--- src/rtl/ecs3_rx_pkg.sv ---
// Shared definitions for the ECS3 receiver: state encoding, field widths and
// the index-burst ordering helpers.
`timescale 1ns/1ps
package ecs3_rx_pkg;

  localparam int unsigned NOI_W     = 2;
  localparam int unsigned IND_W     = 3;
  localparam int unsigned IND_BASE  = 1;
  localparam int unsigned MAX_BURST = 16;
  localparam int unsigned CNT_W     = 5;

  typedef enum logic [1:0] {
    ST_IDLE,
    ST_NOI,
    ST_IDX,
    ST_FLAGS
  } rx_state_e;

  // Steps inside a segment: 0 Ind0_lo, 1 Ind1_lo, 2 Ind0_hi, 3 Ind1_hi.
  function automatic logic step_needed(input logic [1:0] step,
                                       input logic [NOI_W-1:0] noi_lo,
                                       input logic [NOI_W-1:0] noi_hi);
    logic need;
    unique case (step)
      2'd0:    need = (noi_lo != '0);
      2'd1:    need = (noi_lo == 2'd2);
      2'd2:    need = (noi_hi != '0);
      default: need = (noi_hi == 2'd2);
    endcase
    return need;
  endfunction

  // First required step at or after 'from'; 3'd4 when the segment is complete.
  function automatic logic [2:0] next_step(input logic [2:0] from,
                                           input logic [NOI_W-1:0] noi_lo,
                                           input logic [NOI_W-1:0] noi_hi);
    logic [2:0] r;
    r = 3'd4;
    for (int unsigned i = 4; i > 0; i--) begin
      if ((i - 1) >= 32'(from) && step_needed(2'(i - 1), noi_lo, noi_hi))
        r = 3'(i - 1);
    end
    return r;
  endfunction

endpackage

--- src/rtl/ecs3_rx_decoder.sv ---
// Rebuilds one data nibble from its received {NOI, Ind0, Ind1, Flag} fields.
`timescale 1ns/1ps
module ecs3_decoder
  import ecs3_rx_pkg::*;
(
  input  logic [NOI_W-1:0] noi,
  input  logic [IND_W-1:0] ind0,
  input  logic [IND_W-1:0] ind1,
  input  logic             flag,
  output logic [3:0]       nibble
);

  logic [3:0] coded;

  always_comb begin
    coded = '0;
    for (int unsigned b = 0; b < 4; b++) begin
      if (noi != '0 && ind0 == IND_W'(b + IND_BASE))
        coded[b] = 1'b1;
      if (noi == 2'd2 && ind1 == IND_W'(b + IND_BASE))
        coded[b] = 1'b1;
    end
    nibble = flag ? ~coded : coded;
  end

endmodule

--- src/rtl/ecs3_rx.sv ---
// ECS3 single-wire receiver: counts pulse bursts, rebuilds per-nibble encoder
// fields and presents the decoded 16-bit word with a one-cycle valid strobe.
`timescale 1ns/1ps
module ecs3_rx
  import ecs3_rx_pkg::*;
#(
  parameter int unsigned TIMEOUT = 16
) (
  input  logic        ECS3_TRX_Clock,
  input  logic        nRST,
  input  logic        RXSelect,
  input  logic        ECS3_In,
  output logic [15:0] RXData_Out,
  output logic        RXValid,
  output logic        RXError,
  output logic        RXBusy
);

  localparam int unsigned GAP_W = $clog2(TIMEOUT + 1);

  rx_state_e              state_q, state_d;
  logic                   s_q, s_d;
  logic [CNT_W-1:0]       cnt_q, cnt_d;
  logic [GAP_W-1:0]       gap_q, gap_d;
  logic                   seg_q, seg_d;
  logic [1:0]             step_q, step_d;
  logic [3:0][NOI_W-1:0]  noi_q, noi_d;
  logic [3:0][IND_W-1:0]  ind0_q, ind0_d;
  logic [3:0][IND_W-1:0]  ind1_q, ind1_d;
  logic [15:0]            data_q, data_d;
  logic                   valid_q, valid_d;
  logic                   error_q, error_d;

  logic [3:0]       burst_m1;
  logic [NOI_W-1:0] field_lo, field_hi;
  logic [1:0]       lo_idx, hi_idx, idx_nib;
  logic [15:0]      decoded;
  logic             abort, route;
  logic [2:0]       nxt;

  // The NOI/flags value is count-1; mod-16 arithmetic maps a 16-pulse burst to 15.
  assign burst_m1 = cnt_q[3:0] - 4'd1;
  assign field_lo = burst_m1[1:0];
  assign field_hi = burst_m1[3:2];
  assign lo_idx   = {seg_q, 1'b0};
  assign hi_idx   = {seg_q, 1'b1};
  assign idx_nib  = {seg_q, step_q[1]};
  assign s_d      = ECS3_In;

  for (genvar g = 0; g < 4; g++) begin : g_dec
    ecs3_decoder u_dec (
      .noi    (noi_q[g]),
      .ind0   (ind0_q[g]),
      .ind1   (ind1_q[g]),
      .flag   (burst_m1[g]),
      .nibble (decoded[4*g +: 4])
    );
  end

  always_ff @(negedge ECS3_TRX_Clock or negedge nRST) begin
    if (!nRST) s_q <= 1'b0;
    else       s_q <= s_d;
  end

  always_ff @(posedge ECS3_TRX_Clock or negedge nRST) begin
    if (!nRST) begin
      state_q <= ST_IDLE;
      cnt_q   <= '0;
      gap_q   <= '0;
      seg_q   <= 1'b0;
      step_q  <= '0;
      noi_q   <= '0;
      ind0_q  <= '0;
      ind1_q  <= '0;
      data_q  <= '0;
      valid_q <= 1'b0;
      error_q <= 1'b0;
    end else begin
      state_q <= state_d;
      cnt_q   <= cnt_d;
      gap_q   <= gap_d;
      seg_q   <= seg_d;
      step_q  <= step_d;
      noi_q   <= noi_d;
      ind0_q  <= ind0_d;
      ind1_q  <= ind1_d;
      data_q  <= data_d;
      valid_q <= valid_d;
      error_q <= error_d;
    end
  end

  always_comb begin
    state_d = state_q;
    cnt_d   = cnt_q;
    gap_d   = gap_q;
    seg_d   = seg_q;
    step_d  = step_q;
    noi_d   = noi_q;
    ind0_d  = ind0_q;
    ind1_d  = ind1_q;
    data_d  = data_q;
    valid_d = 1'b0;
    error_d = 1'b0;
    abort   = 1'b0;
    route   = 1'b0;
    nxt     = 3'd4;

    if (!RXSelect) begin
      state_d = ST_IDLE;
      cnt_d   = '0;
    end else if (s_q) begin
      gap_d = '0;
      if (cnt_q == CNT_W'(MAX_BURST)) abort = 1'b1;
      else                            cnt_d = cnt_q + 1'b1;
      if (state_q == ST_IDLE) begin
        state_d = ST_NOI;
        seg_d   = 1'b0;
      end
    end else begin
      if (state_q != ST_IDLE) begin
        if (gap_q == GAP_W'(TIMEOUT)) abort = 1'b1;
        else                          gap_d = gap_q + 1'b1;
      end
      if (cnt_q != '0) begin
        cnt_d = '0;
        unique case (state_q)
          ST_NOI: begin
            if (field_lo == 2'd3 || field_hi == 2'd3) begin
              abort = 1'b1;
            end else begin
              noi_d[lo_idx]  = field_lo;
              noi_d[hi_idx]  = field_hi;
              ind0_d[lo_idx] = '0;
              ind0_d[hi_idx] = '0;
              ind1_d[lo_idx] = '0;
              ind1_d[hi_idx] = '0;
              nxt   = next_step(3'd0, field_lo, field_hi);
              route = 1'b1;
            end
          end
          ST_IDX: begin
            if (cnt_q > CNT_W'(4)) begin
              abort = 1'b1;
            end else if (!step_q[0]) begin
              ind0_d[idx_nib] = cnt_q[IND_W-1:0];
            end else if (cnt_q[IND_W-1:0] <= ind0_q[idx_nib]) begin
              abort = 1'b1;
            end else begin
              ind1_d[idx_nib] = cnt_q[IND_W-1:0];
            end
            if (!abort) begin
              nxt   = next_step({1'b0, step_q} + 3'd1, noi_q[lo_idx], noi_q[hi_idx]);
              route = 1'b1;
            end
          end
          ST_FLAGS: begin
            data_d  = decoded;
            valid_d = 1'b1;
            state_d = ST_IDLE;
          end
          default: ;
        endcase
      end
    end

    // Shared routing after an NOI or index burst: next index, next segment or flags.
    if (route) begin
      if (!nxt[2]) begin
        step_d  = nxt[1:0];
        state_d = ST_IDX;
      end else if (!seg_q) begin
        seg_d   = 1'b1;
        state_d = ST_NOI;
      end else begin
        state_d = ST_FLAGS;
      end
    end

    if (abort) begin
      state_d = ST_IDLE;
      cnt_d   = '0;
      error_d = 1'b1;
    end

    if (state_d == ST_IDLE) gap_d = '0;
  end

  assign RXData_Out = data_q;
  assign RXValid    = valid_q;
  assign RXError    = error_q;
  assign RXBusy     = (state_q != ST_IDLE);

endmodule

--- config.mk ---
export PLATFORM = sky130hd
export DESIGN_NAME = ecs3_rx
export DESIGN_NICKNAME = d
export VERILOG_FILES = /design/src/rtl/ecs3_rx_pkg.sv /design/src/rtl/ecs3_rx_decoder.sv /design/src/rtl/ecs3_rx.sv
export SDC_FILE = /design/constraint.sdc
export NUM_CORES = 1
export LEC_CHECK = 0
export CAP_MARGIN = 10
export CORE_UTILIZATION = 40
export CTS_BUF_LIST = sky130_fd_sc_hd__clkbuf_4 sky130_fd_sc_hd__clkbuf_8
export CTS_CLUSTER_SIZE = 14
export DETAILED_ROUTE_END_ITERATION = 7
export GPL_TIMING_DRIVEN = 0
export HOLD_SLACK_MARGIN = 0.08
export PLACE_DENSITY = 0.59
export RECOVER_POWER = 25
export SLEW_MARGIN = 10
export SYNTH_ARGS = -nofsm -noshare
export SYNTH_HDL_FRONTEND = slang
export SYNTH_SLANG_ARGS = --single-unit
--- constraint.sdc ---
create_clock -name ECS3_TRX_Clock -period 3.5 [get_ports ECS3_TRX_Clock]
set_input_delay 0.875 -clock ECS3_TRX_Clock [delete_from_list [all_inputs] [get_ports ECS3_TRX_Clock]]
set_output_delay 0.875 -clock ECS3_TRX_Clock [all_outputs]
set_load 0.005 [all_outputs]
==> results of run 1 <==
==> flip-flops by register name, summed over array words and instances, names as in the netlist, 2 cells and up <==
register	count
RXData_Out	16
noi_q	8
state_q	2
ind0_q	12
gap_q	5
step_q	2
cnt_q	5
ind1_q	12
==> cell usage after synthesis (2+ instances only) <==
master,count
sky130_fd_sc_hd__o211ai_1,15
sky130_fd_sc_hd__ha_1,16
sky130_fd_sc_hd__and2_1,2
sky130_fd_sc_hd__inv_1,26
sky130_fd_sc_hd__nand2b_1,2
sky130_fd_sc_hd__a31oi_1,3
sky130_fd_sc_hd__o22ai_1,10
sky130_fd_sc_hd__o21ai_0,35
sky130_fd_sc_hd__nand3_1,12
sky130_fd_sc_hd__o31ai_1,2
sky130_fd_sc_hd__o2111ai_1,9
sky130_fd_sc_hd__a32oi_1,7
sky130_fd_sc_hd__o21a_1,2
sky130_fd_sc_hd__nor3b_1,9
sky130_fd_sc_hd__a211oi_1,2
sky130_fd_sc_hd__dfrtp_1,65
sky130_fd_sc_hd__xnor2_1,17
sky130_fd_sc_hd__and3_1,9
sky130_fd_sc_hd__o211a_1,4
sky130_fd_sc_hd__mux2_2,2
sky130_fd_sc_hd__buf_2,11
sky130_fd_sc_hd__clkbuf_1,7
sky130_fd_sc_hd__nor2_1,19
sky130_fd_sc_hd__a21oi_1,10
sky130_fd_sc_hd__nor3_1,7
sky130_fd_sc_hd__xor2_1,8
sky130_fd_sc_hd__nor4_1,6
sky130_fd_sc_hd__nand2_1,69
sky130_fd_sc_hd__nand4_1,3
sky130_fd_sc_hd__nor2b_1,4
sky130_fd_sc_hd__o21ba_2,3
sky130_fd_sc_hd__a32o_1,4
sky130_fd_sc_hd__nor4b_1,3
sky130_fd_sc_hd__mux4_2,3
sky130_fd_sc_hd__buf_6,2
==> worst max path at each step <==
stage	from	endpoint	slack, ns	cells after the start
2_1_floorplan	s_q$_DFF_NN0_	ind1_q[0]$_DFFE_PN0P_	0.22	6
3_3_place_gp	nRST	s_q$_DFF_NN0_	-2.32	1
3_5_place_dp	s_q$_DFF_NN0_	ind1_q[0]$_DFFE_PN0P_	-0.13	6
4_1_cts	s_q$_DFF_NN0_	RXData_Out[9]$_DFFE_PN0P_	0.01	5
5_1_grt	s_q$_DFF_NN0_	ind1_q[2]$_DFFE_PN0P_	-0.0007	6
6_report	s_q$_DFF_NN0_	ind1_q[2]$_DFFE_PN0P_	0.06	6
==> worst register-to-register path, stage by stage, from the launching register on <==
cell and delay (ns):
sky130_fd_sc_hd__dfrtn_1 0.38, sky130_fd_sc_hd__nor2b_4 0.17, sky130_fd_sc_hd__o211a_1 0.21, sky130_fd_sc_hd__o21a_1 0.19
sky130_fd_sc_hd__clkbuf_4 0.21, sky130_fd_sc_hd__o2111ai_2 0.17, sky130_fd_sc_hd__a32o_1 0.25
==> what timing repair did <==
item                                    4_1_cts  5_1_grt
pin swaps                                     0        1
endpoints found under the setup margin        9       16
buffers inserted                              0        1
resized for setup                             2        7
==> per-layer routing <==
layer / up-vias / wire [um] / global-route usage
met1: 1667 / 4943 / 0.2864
li1: 1662 / - / -
met2: 68 / 4963 / 0.3503
met4: 0 / 153 / 0.07253
met3: 15 / 411 / 0.03458
met5: - / 0 / 0
==> cell type report <==
type                       count  share of cell area
timing repair buffer          23             0.05025
inverter                      27             0.02245
tap                          133             0.03555
clock inverter                 6             0.01417
sequential                    66              0.3528
multi-input combinational    322              0.4694
buffer                        22             0.02593
clock buffer                  10             0.02940
==> per-stage QoR <==
stage / hold WS [ns] / area (um^2)
6_report: 0.4440 / 4681
5_1_grt: 0.4596 / 4681
4_1_cts: 0.4461 / 4662
3_5_place_dp: 0.4701 / 4451
3_3_place_gp: 0.4598 / 4433
2_1_floorplan: 0.4733 / 4056
==> cell families after synthesis <==
group                      share of synthesized area
muxes                                        0.02837
buffers and inverters                        0.05459
DFF                                           0.4072
adders and majority gates                    0.04935
xor gates and xnor gates                     0.05398
AOI/OAI and AO/OA                             0.2135
and+or+nand+nor                               0.1931
==> power groups by stage <==
| stage | clock network (mW) | registers, mW | logic (mW) |
|---|---|---|---|
| floorplan | 0 | 0.887 | 0.285 |
| global placement | 0 | 0.916 | 0.362 |
| detailed placement | 0 | 0.918 | 0.374 |
| CTS | 0.685 | 0.904 | 0.377 |
| global route | 0.716 | 0.921 | 0.419 |
| finish | 0.667 | 0.910 | 0.375 |
==> metrics, run 1 <==
number of placement rows=36; DR DRC count=0; post-synthesis sequential element count=66; kind of critical path=register to register; average footprint of a synthesized cell=9.261 um^2; number of sinks on the clock net=66; worst hold path type=primary input to asynchronous set/reset pin; final-layout setup total negative slack=0 ns; number of H-tree levels=3; fraction of power consumed by sequential logic=0.466; power per unit of standard cell area=417.0 nW/um^2; leakage=1.937 nW; number of warnings printed during yosys synthesis=0; area growth from synthesis to layout=15.39%; MaxCap Viol Count=0; final standard cell count with taps included and fillers excluded=609; vias in the first global route=3233; cell-internal power=1.339 mW; total number of vias=3412; antenna violations before repair=0; later-pin clock latency in the skew report=0.35 ns; Hold Buf Count CTS=0; WL per Instance=17.19 um; Critical Path Sink Type=register; Post-Syn Instances=438; register clock-pin slew on the reported worst setup and hold paths=0.08 ns; fraction of layout cells with a size suffix above 1=0.1239; post-synth net total=458; number of iterations in the first detailed-routing pass=4; setup slack of the most critical reg-to-reg path=0.06 ns; maximum number of buffers from clock root to sink=2; wire length after detailed routing=10.47 mm; DR iter-0 viols=214; number of top-level pins=23; clock power share=0.342; overall fraction of global-route tracks in use=0.2135; crit path max fanout=10; commonest non-fill, non-tap cells in the layout=sky130_fd_sc_hd__nand2_1, sky130_fd_sc_hd__dfrtp_1, sky130_fd_sc_hd__o21ai_0; top area cells in the synthesized netlist=sky130_fd_sc_hd__dfrtp_1, sky130_fd_sc_hd__nand2_1, sky130_fd_sc_hd__ha_1; outcome=complete, no violations; area occupied by multi-input gates=2197 um^2; Critical R2R Capture=ind1_q[2]$_DFFE_PN0P_; Least-Margin Pin Slew=1.195 ns; vertical die dimension=102.7 um; largest net degree at the start of global routing=38; relative slew slack=0.1977; Die ar.=10550 um^2; Sw Pwr=0.6129 mW; DP Wirelength=7.720 mm; cell total after placement=593; slowest library cell on the worst path=sky130_fd_sc_hd__dfrtn_1; Worst path top cell family by delay=compound AO/OA/AOI/OAI gates; Core Area=9819 um^2; total buffers and inverters traversed by the critical path=1; fraction of power spent switching nets=0.3140; area used by sequential logic in the layout=1652 um^2; post-synthesis instance area=4056 um^2; cell breakdown of the critical path=nor2b_4, o211a_1, o21a_1, clkbuf_4, o2111ai_2, a32o_1; kind of launch point of the worst setup path=register; first-pass GRT wire length=16.86 mm; total power of the final layout=1.952 mW; FF-to-FF Start=s_q$_DFF_NN0_; least setup slack across all paths after layout=0.06098 ns; Buffers on Ports=21; asr flop ratio synth=1.000; area share of the leading cell type in the synthesized netlist=0.4010; remaining global-route overflow=0; count of inserted antenna diode cells=0; placement-stage worst setup slack=-0.1305 ns; area leader, netlist=sky130_fd_sc_hd__dfrtp_1; number of fill cells in the layout=990; Final Hold Fails=0; TritonCTS clock tree=yes; Starting Density=0.4131; global placer's final weighted congestion=0.9210; slowest cell delay on critical path=0.38 ns; number of cells traversed by the worst register-to-register path=6; Worst Path Arrival=3.67 ns; top_reg_cell synth=sky130_fd_sc_hd__dfrtp_1; required time reported for the critical path endpoint=3.73 ns; via density per instance=5.603; sequential fraction of the synthesis area=0.4072; final-report max-slew violation count=0; CTS Root Cell=sky130_fd_sc_hd__clkbuf_8; most common cell after layout, fill and taps aside=sky130_fd_sc_hd__nand2_1; DIE WIDTH=102.7 um; final setup violating endpoints=0; final core utilization=0.4767; number of nets in the layout=491; post-synth cell types=65; combinational share of power=0.192; Peak VDD IR=0.1673 mV; EDFF count, synth=0; TritonCTS Buffers=9; Worst Skew=0.01496 ns; Routed Antenna Nets=0
Note: power is estimated with default switching activity, not from simulation.
==> inputs of run 2 (changes only) <==
--- a/config.mk
+++ b/config.mk
@@ -14,6 +14,7 @@
 export HOLD_SLACK_MARGIN = 0.08
 export PLACE_DENSITY = 0.59
 export RECOVER_POWER = 25
+export SETUP_SLACK_MARGIN = 0.2
 export SLEW_MARGIN = 10
 export SYNTH_ARGS = -nofsm -noshare
 export SYNTH_HDL_FRONTEND = slang
==> constraint.sdc (replaced) <==
create_clock -name ECS3_TRX_Clock -period 3.5 [get_ports ECS3_TRX_Clock]
set_input_delay 0.35 -clock ECS3_TRX_Clock [delete_from_list [all_inputs] [get_ports ECS3_TRX_Clock]]
set_output_delay 0.35 -clock ECS3_TRX_Clock [all_outputs]
set_load 0.005 [all_outputs]
==> metrics, run 2 (synthesis gave the netlist of run 1 again) <==
outcome=complete, no violations; vias in the first global route=3274 (+1.3%); most common cell after layout, fill and taps aside=sky130_fd_sc_hd__nand2_1; highest routed metal layer=met4; overall fraction of global-route tracks in use=0.2147 (+0.001163); relative slew slack=0.1964 (-0.001263); final standard cell count with taps included and fillers excluded=613 (+0.66%); area growth from synthesis to layout=17.83%; DR DRC count=0 (unchanged); cell total after placement=593 (unchanged); Critical Path Sink Type=register; Peak VDD IR=0.1694 mV (+1.2%); number of nets in the layout=495 (+0.81%); commonest non-fill, non-tap cells in the layout=sky130_fd_sc_hd__nand2_1, sky130_fd_sc_hd__dfrtp_1, sky130_fd_sc_hd__o21ai_0; detailed route wirelength on metal3=431 um (+4.9%); Starting Density=0.4131 (unchanged); wire length after detailed routing=10.48 mm (about the same); antenna violations before repair=0 (unchanged); number of sinks on the clock net=66 (unchanged); number of fill cells in the layout=971 (-1.9%); global placer's final weighted congestion=0.9210 (unchanged); Worst Skew=0.01528 ns (+0.0003186 ns); power per unit of standard cell area=409.8 nW/um^2 (-1.7%); vertical die dimension=102.7 um (unchanged); final setup violating endpoints=0 (unchanged); first-pass GRT wire length=16.97 mm (+0.70%); crit path max fanout=8 (-2); WL per Instance=17.09 um (-0.58%); total number of vias=3437 (+0.73%); Routed Antenna Nets=0 (unchanged); via density per instance=5.607 (about the same); number of H-tree levels=3 (unchanged); final-report max-slew violation count=0 (unchanged); number of top-level pins=23 (unchanged); maximum number of buffers from clock root to sink=2 (unchanged); MaxCap Viol Count=0 (unchanged); required time reported for the critical path endpoint=3.73 ns (about the same); leakage=1.963 nW (+1.4%); DIE WIDTH=102.7 um (unchanged); Worst Path Arrival=3.57 ns (-0.10 ns); total power of the final layout=1.959 mW (+0.35%); worst hold path type=primary input to register; number of placement rows=36 (unchanged); kind of critical path=register to register; number of iterations in the first detailed-routing pass=4 (unchanged); Detail Route met2 WL=4.951 mm (-0.24%); Die ar.=10550 um^2 (unchanged); DP Wirelength=7.720 mm (unchanged); TritonCTS clock tree=yes; Post-Layout Inst Area=4780 um^2 (+2.1%); max FFs per register=16 (unchanged); Post-Route Hold Slack=0.3421 ns (-0.1019 ns); Cell Area, Placed=4451 um^2 (unchanged); TritonCTS Buffers=9 (unchanged); Core Area=9819 um^2 (unchanged); kind of launch point of the worst setup path=register; Final Hold Fails=0 (unchanged); CTS Root Cell=sky130_fd_sc_hd__clkbuf_8; largest net degree at the start of global routing=38 (unchanged); DR iter-0 viols=264 (+23%); final core utilization=0.4867 (+0.01007); remaining global-route overflow=0 (unchanged); Least-Margin Pin Slew=1.197 ns (+0.001882 ns); fraction of layout cells with a size suffix above 1=0.1458 (+0.02188); setup slack of the most critical reg-to-reg path=0.16 ns (+0.10 ns); register clock-pin slew on the reported worst setup and hold paths=0.08 ns (about the same); RSZ-0062 raised after global routing=yes; later-pin clock latency in the skew report=0.35 ns (about the same); Metal-1 WL=4.966 mm (+0.47%); Buffers on Ports=21 (unchanged); count of inserted antenna diode cells=0 (unchanged)
==> run 2: path summary, 6_finish.rpt <==
check                                          startpoint                          to  depth (start not counted)
worst min-delay path                             RXSelect        cnt_q[1]$_DFFE_PN0P_                          3
worst max register to register              s_q$_DFF_NN0_       ind1_q[2]$_DFFE_PN0P_                          6
max in group asynchronous                            nRST               s_q$_DFF_NN0_                          3
worst min register to register  RXData_Out[2]$_DFFE_PN0P_   RXData_Out[2]$_DFFE_PN0P_                          2
worst max-delay path                        s_q$_DFF_NN0_       ind1_q[2]$_DFFE_PN0P_                          6
min in group asynchronous                            nRST  RXData_Out[14]$_DFFE_PN0P_                          2
==> run 2: worst max-delay path: stages (launching register included) <==
cell	delay [ns]
sky130_fd_sc_hd__dfrtn_1	0.38
sky130_fd_sc_hd__nor2b_4	0.17
sky130_fd_sc_hd__o211a_1	0.20
sky130_fd_sc_hd__o21a_1	0.19
sky130_fd_sc_hd__buf_6	0.15
sky130_fd_sc_hd__o2111ai_4	0.14
sky130_fd_sc_hd__a32o_1	0.25
==> run 2: timing repair <==
action | 4_1_cts | 5_1_grt
buffers inserted | 3 | 0
pin swaps | 3 | 4
endpoints found under the hold margin | 29 | 0
setup endpoints to repair | 54 | 49
hold buffers | 1 | 0
gates resized for setup | 12 | 18
==> run 2: through the flow <==
stage	setup slack, ns	TNS (ns)
final	0.1614	0
after global placement	-1.795	-13.46
after global routing	0.09367	0
after detailed placement	-0.1305	-0.6472
after floorplan	0.2213	0
after CTS	0.1766	0
==> run 2: metal layers <==
metal | track usage | vias to the layer above
met5 | 0 | -
met1 | 0.2851 | 1683
li1 | - | 1668
met2 | 0.3559 | 74
met4 | 0.07253 | 0
met3 | 0.03458 | 12
==> run 2: power by group <==
group	total, mW	internal, mW	switching (mW)
Clock	0.670	0.348	0.322
Sequential	0.904	0.817	0.0873
Combinational	0.384	0.177	0.207
Total	1.96	1.34	0.617
==> run 2: layout make-up <==
| class | count | area, um^2 | area share |
|---|---|---|---|
| buffer | 23 | 148.9 | 0.03115 |
| tap | 133 | 166.4 | 0.03482 |
| clock inverter | 6 | 66.31 | 0.01387 |
| timing repair buffer | 26 | 260.3 | 0.05445 |
| clock buffer | 10 | 137.6 | 0.02880 |
| sequential | 66 | 1652 | 0.3455 |
| inverter | 27 | 105.1 | 0.02199 |
| multi-input combinational | 322 | 2243 | 0.4694 |
==> inputs of run 3 (changes only) <==
--- a/config.mk
+++ b/config.mk
@@ -14,8 +14,10 @@
 export HOLD_SLACK_MARGIN = 0.08
 export PLACE_DENSITY = 0.59
 export RECOVER_POWER = 25
+export REMOVE_ABC_BUFFERS = 1
 export SETUP_SLACK_MARGIN = 0.2
 export SLEW_MARGIN = 10
 export SYNTH_ARGS = -nofsm -noshare
 export SYNTH_HDL_FRONTEND = slang
+export SYNTH_HIERARCHICAL = 1
 export SYNTH_SLANG_ARGS = --single-unit
==> constraint.sdc (replaced) <==
create_clock -name ECS3_TRX_Clock -period 3.5 [get_ports ECS3_TRX_Clock]
set_input_delay 1.05 -clock ECS3_TRX_Clock [delete_from_list [all_inputs] [get_ports ECS3_TRX_Clock]]
set_output_delay 1.05 -clock ECS3_TRX_Clock [all_outputs]
set_load 0.005 [all_outputs]
==> metrics, run 3 <==
outcome=complete, but fails checks; violations in the final reports=negative setup slack; Routed Antenna Nets=0 (unchanged); area growth from synthesis to layout=25.16%; number of warnings printed during yosys synthesis=6 (+6); total power of the final layout=1.854 mW (-5.3%); Final Hold Fails=0 (unchanged); number of top-level pins=23 (unchanged); wire length after detailed routing=10.39 mm (-0.89%); final-report max-slew violation count=0 (unchanged); commonest non-fill, non-tap cells in the layout=sky130_fd_sc_hd__nand2_1, sky130_fd_sc_hd__dfrtp_1, sky130_fd_sc_hd__inv_1, sky130_fd_sc_hd__nand2b_1; leakage=2.125 nW (+8.3%); Die ar.=10790 um^2 (+2.3%); start point of the worst hold path=RXData_Out[3]$_DFFE_PN0P_; Post-Syn Instances=455 (+3.9%); cell depth of the worst hold path=2 (-1); post-synth cell types=58 (-11%); CTS Root Cell=sky130_fd_sc_hd__clkbuf_8; antenna violations before repair=0 (unchanged); kind of launch point of the worst setup path=register; Buffers on Ports=22 (+4.8%); MaxCap Viol Count=0 (unchanged); post-synthesis sequential element count=66 (unchanged); DR DRC count=0 (unchanged); DR iter-0 viols=145 (-45%); sequential fraction of the synthesis area=0.3977 (-0.009446); Post-Layout Inst Area=5197 um^2 (+8.7%); placement-stage worst setup slack=-0.8229 ns (-0.6925 ns); number of sinks on the clock net=66 (unchanged); met2 capacity usage during global routing=0.3214 (-0.03447); final core utilization=0.5245 (+0.03775); RSZ-0062 raised after global routing=yes; number of nets in the layout=499 (+0.81%); WL per Instance=16.86 um (-1.4%); kind of critical path=register to register; worst setup path startpoint=s_q$_DFF_NN0_; total number of vias=3450 (+0.38%); DP Wirelength=6.884 mm (-11%); Least-Margin Pin Slew=0.7873 ns (-0.4094 ns); TritonCTS clock tree=yes; final-layout setup total negative slack=-0.03381 ns (-0.03381 ns); Peak VDD IR=0.1701 mV (+0.46%); number of H-tree levels=3 (unchanged); final setup violating endpoints=2 (+2); average footprint of a synthesized cell=9.127 um^2 (-1.4%); via density per instance=5.601 (-0.11%); number of cells traversed by the worst register-to-register path=7 (+1); most repeated cell in the gate-level netlist after synthesis=sky130_fd_sc_hd__nand2_1; EDFF count, synth=0 (unchanged); least setup slack across all paths after layout=-0.03027 ns (-0.1917 ns); number of iterations in the first detailed-routing pass=6 (+2); vertical die dimension=103.9 um (+1.2%); Core Area=9910 um^2 (+0.92%); post-synthesis instance area=4153 um^2 (+2.4%); setup slack of the most critical reg-to-reg path=-0.03 ns (-0.19 ns); number of placement rows=36 (unchanged); area used by sequential logic in the layout=1654 um^2 (+0.15%); fraction of layout cells with a size suffix above 1=0.1967 (+0.05085); first-pass GRT wire length=17.04 mm (+0.37%); crit path max fanout=5 (-3); Starting Density=0.4191 (+0.005967); vias in the first global route=3350 (+2.3%); later-pin clock latency in the skew report=0.35 ns (about the same); area occupied by multi-input gates=2763 um^2 (+23%); Critical Path Sink Type=register; most common cell after layout, fill and taps aside=sky130_fd_sc_hd__nand2_1; Worst Skew=0.01771 ns (+0.002428 ns); area share of the leading cell type in the synthesized netlist=0.3917 (-0.009303); worst hold path type=register to register; remaining global-route overflow=0 (unchanged); largest net degree at the start of global routing=62 (+63%); top area cells in the synthesized netlist=sky130_fd_sc_hd__dfrtp_1, sky130_fd_sc_hd__nand2_1, sky130_fd_sc_hd__ha_1; max FFs per register=16 (unchanged); top_reg_cell synth=sky130_fd_sc_hd__dfrtp_1; power per unit of standard cell area=356.8 nW/um^2 (-13%); maximum number of buffers from clock root to sink=2 (unchanged); count of inserted antenna diode cells=0 (unchanged); relative slew slack=0.4734 (+0.2769); Worst Path Arrival=3.77 ns (+0.20 ns); global placer's final weighted congestion=0.8534 (-7.3%); asr flop ratio synth=1.000 (unchanged); overall fraction of global-route tracks in use=0.2001 (-0.01463); top cell types by occurrence after synthesis=sky130_fd_sc_hd__nand2_1, sky130_fd_sc_hd__dfrtp_1, sky130_fd_sc_hd__inv_1, sky130_fd_sc_hd__nand2b_1, sky130_fd_sc_hd__nor2_1; worst min-delay path endpoint=RXData_Out[3]$_DFFE_PN0P_; met1 Use GR=0.2692 (-0.01587); Critical R2R Capture=step_q[1]$_DFFE_PN0P_; DIE WIDTH=103.9 um (+1.2%); area leader, netlist=sky130_fd_sc_hd__dfrtp_1; most congested layer reported by global routing=met2; number of fill cells in the layout=871 (-10%); register clock-pin slew on the reported worst setup and hold paths=0.07 ns (about the same); required time reported for the critical path endpoint=3.74 ns (about the same); TritonCTS Buffers=9 (unchanged); Cell Area, Placed=4474 um^2 (+0.53%); FF-to-FF Start=s_q$_DFF_NN0_; met3 capacity usage during global routing=0.02882 (-0.005754)
## run 3: cell count changes in the layout (fill, tap and decap cells not counted), sizes merged, moves of 9 or more
cell | before | now
o211ai | 15 | 2
xor2 | 8 | 18
o21ai | 36 | 12
buf | 19 | 10
xnor2 | 17 | 7
o22ai | 10 | 0
o2bb2ai | 0 | 16
nand2b | 2 | 25
nand2 | 69 | 95
## run 3: worst max-delay path by stage
stage	endpoint	slack (ns)
global placement	s_q$_DFF_NN0_	-2.55
CTS	gap_q[2]$_DFFE_PN0P_	0.01
floorplan	ind1_q[0]$_DFFE_PN0P_	-0.36
detailed placement	RXData_Out[1]$_DFFE_PN0P_	-0.82
global route	step_q[1]$_DFFE_PN0P_	-0.09
finish	step_q[1]$_DFFE_PN0P_	-0.03
## run 3: logic make-up (layout without fill, tap and decap cells)
family | Yosys count | count (layout) | share of synthesized area
simple gates | 204 | 204 | 0.2519
compound gates | 91 | 91 | 0.1726
mux | 10 | 10 | 0.03465
buf+inv | 44 | 72 | 0.04519
flops | 66 | 66 | 0.3977
xor+xnor | 25 | 25 | 0.05273
fa+ha+maj | 15 | 15 | 0.04519
## run 3: cell type report
cell class | count | share of cell area
Timing Repair Buffer | 32 | 0.06163
Multi-Input combinational cell | 345 | 0.5315
Inverter | 26 | 0.01974
Sequential cell | 66 | 0.3182
Clock inverter | 3 | 0.007703
Tap cell | 133 | 0.03202
Clock buffer | 11 | 0.02913
## run 3: layer usage
layer  up-vias  part of all wire
met4         0             0.018
met1      1698              0.48
met5         -                 0
met2        72              0.47
met3        25             0.034
li1       1655                 -
## run 3: repair_timing
item,CTS,global route
gates resized for setup,53,43
buffers inserted,6,3
endpoints found under the setup margin,58,60
pin swaps,27,14
hold buffers,0,0
## run 3: worst max-delay path, stage by stage (launching register included)
cell and delay, ns:
sky130_fd_sc_hd__dfrtn_1 0.35, sky130_fd_sc_hd__and2b_2 0.29, sky130_fd_sc_hd__nand2_8 0.08, sky130_fd_sc_hd__buf_4 0.13
sky130_fd_sc_hd__buf_4 0.13, sky130_fd_sc_hd__nor3_1 0.25, sky130_fd_sc_hd__nand3_1 0.16, sky130_fd_sc_hd__mux2_2 0.30
## run 3: power by group
group / switching [mW] / total [mW] / internal (mW)
logic: 0.163 / 0.313 / 0.150
clock network: 0.292 / 0.650 / 0.358
registers: 0.0815 / 0.891 / 0.810
## run 3: metrics by stage
step           hold WS (ns)  instances
2_1_floorplan        0.4698        437
3_3_place_gp         0.4558        592
3_5_place_dp         0.4611        593
4_1_cts              0.4777        613
5_1_grt              0.4993        616
6_report             0.4715        616
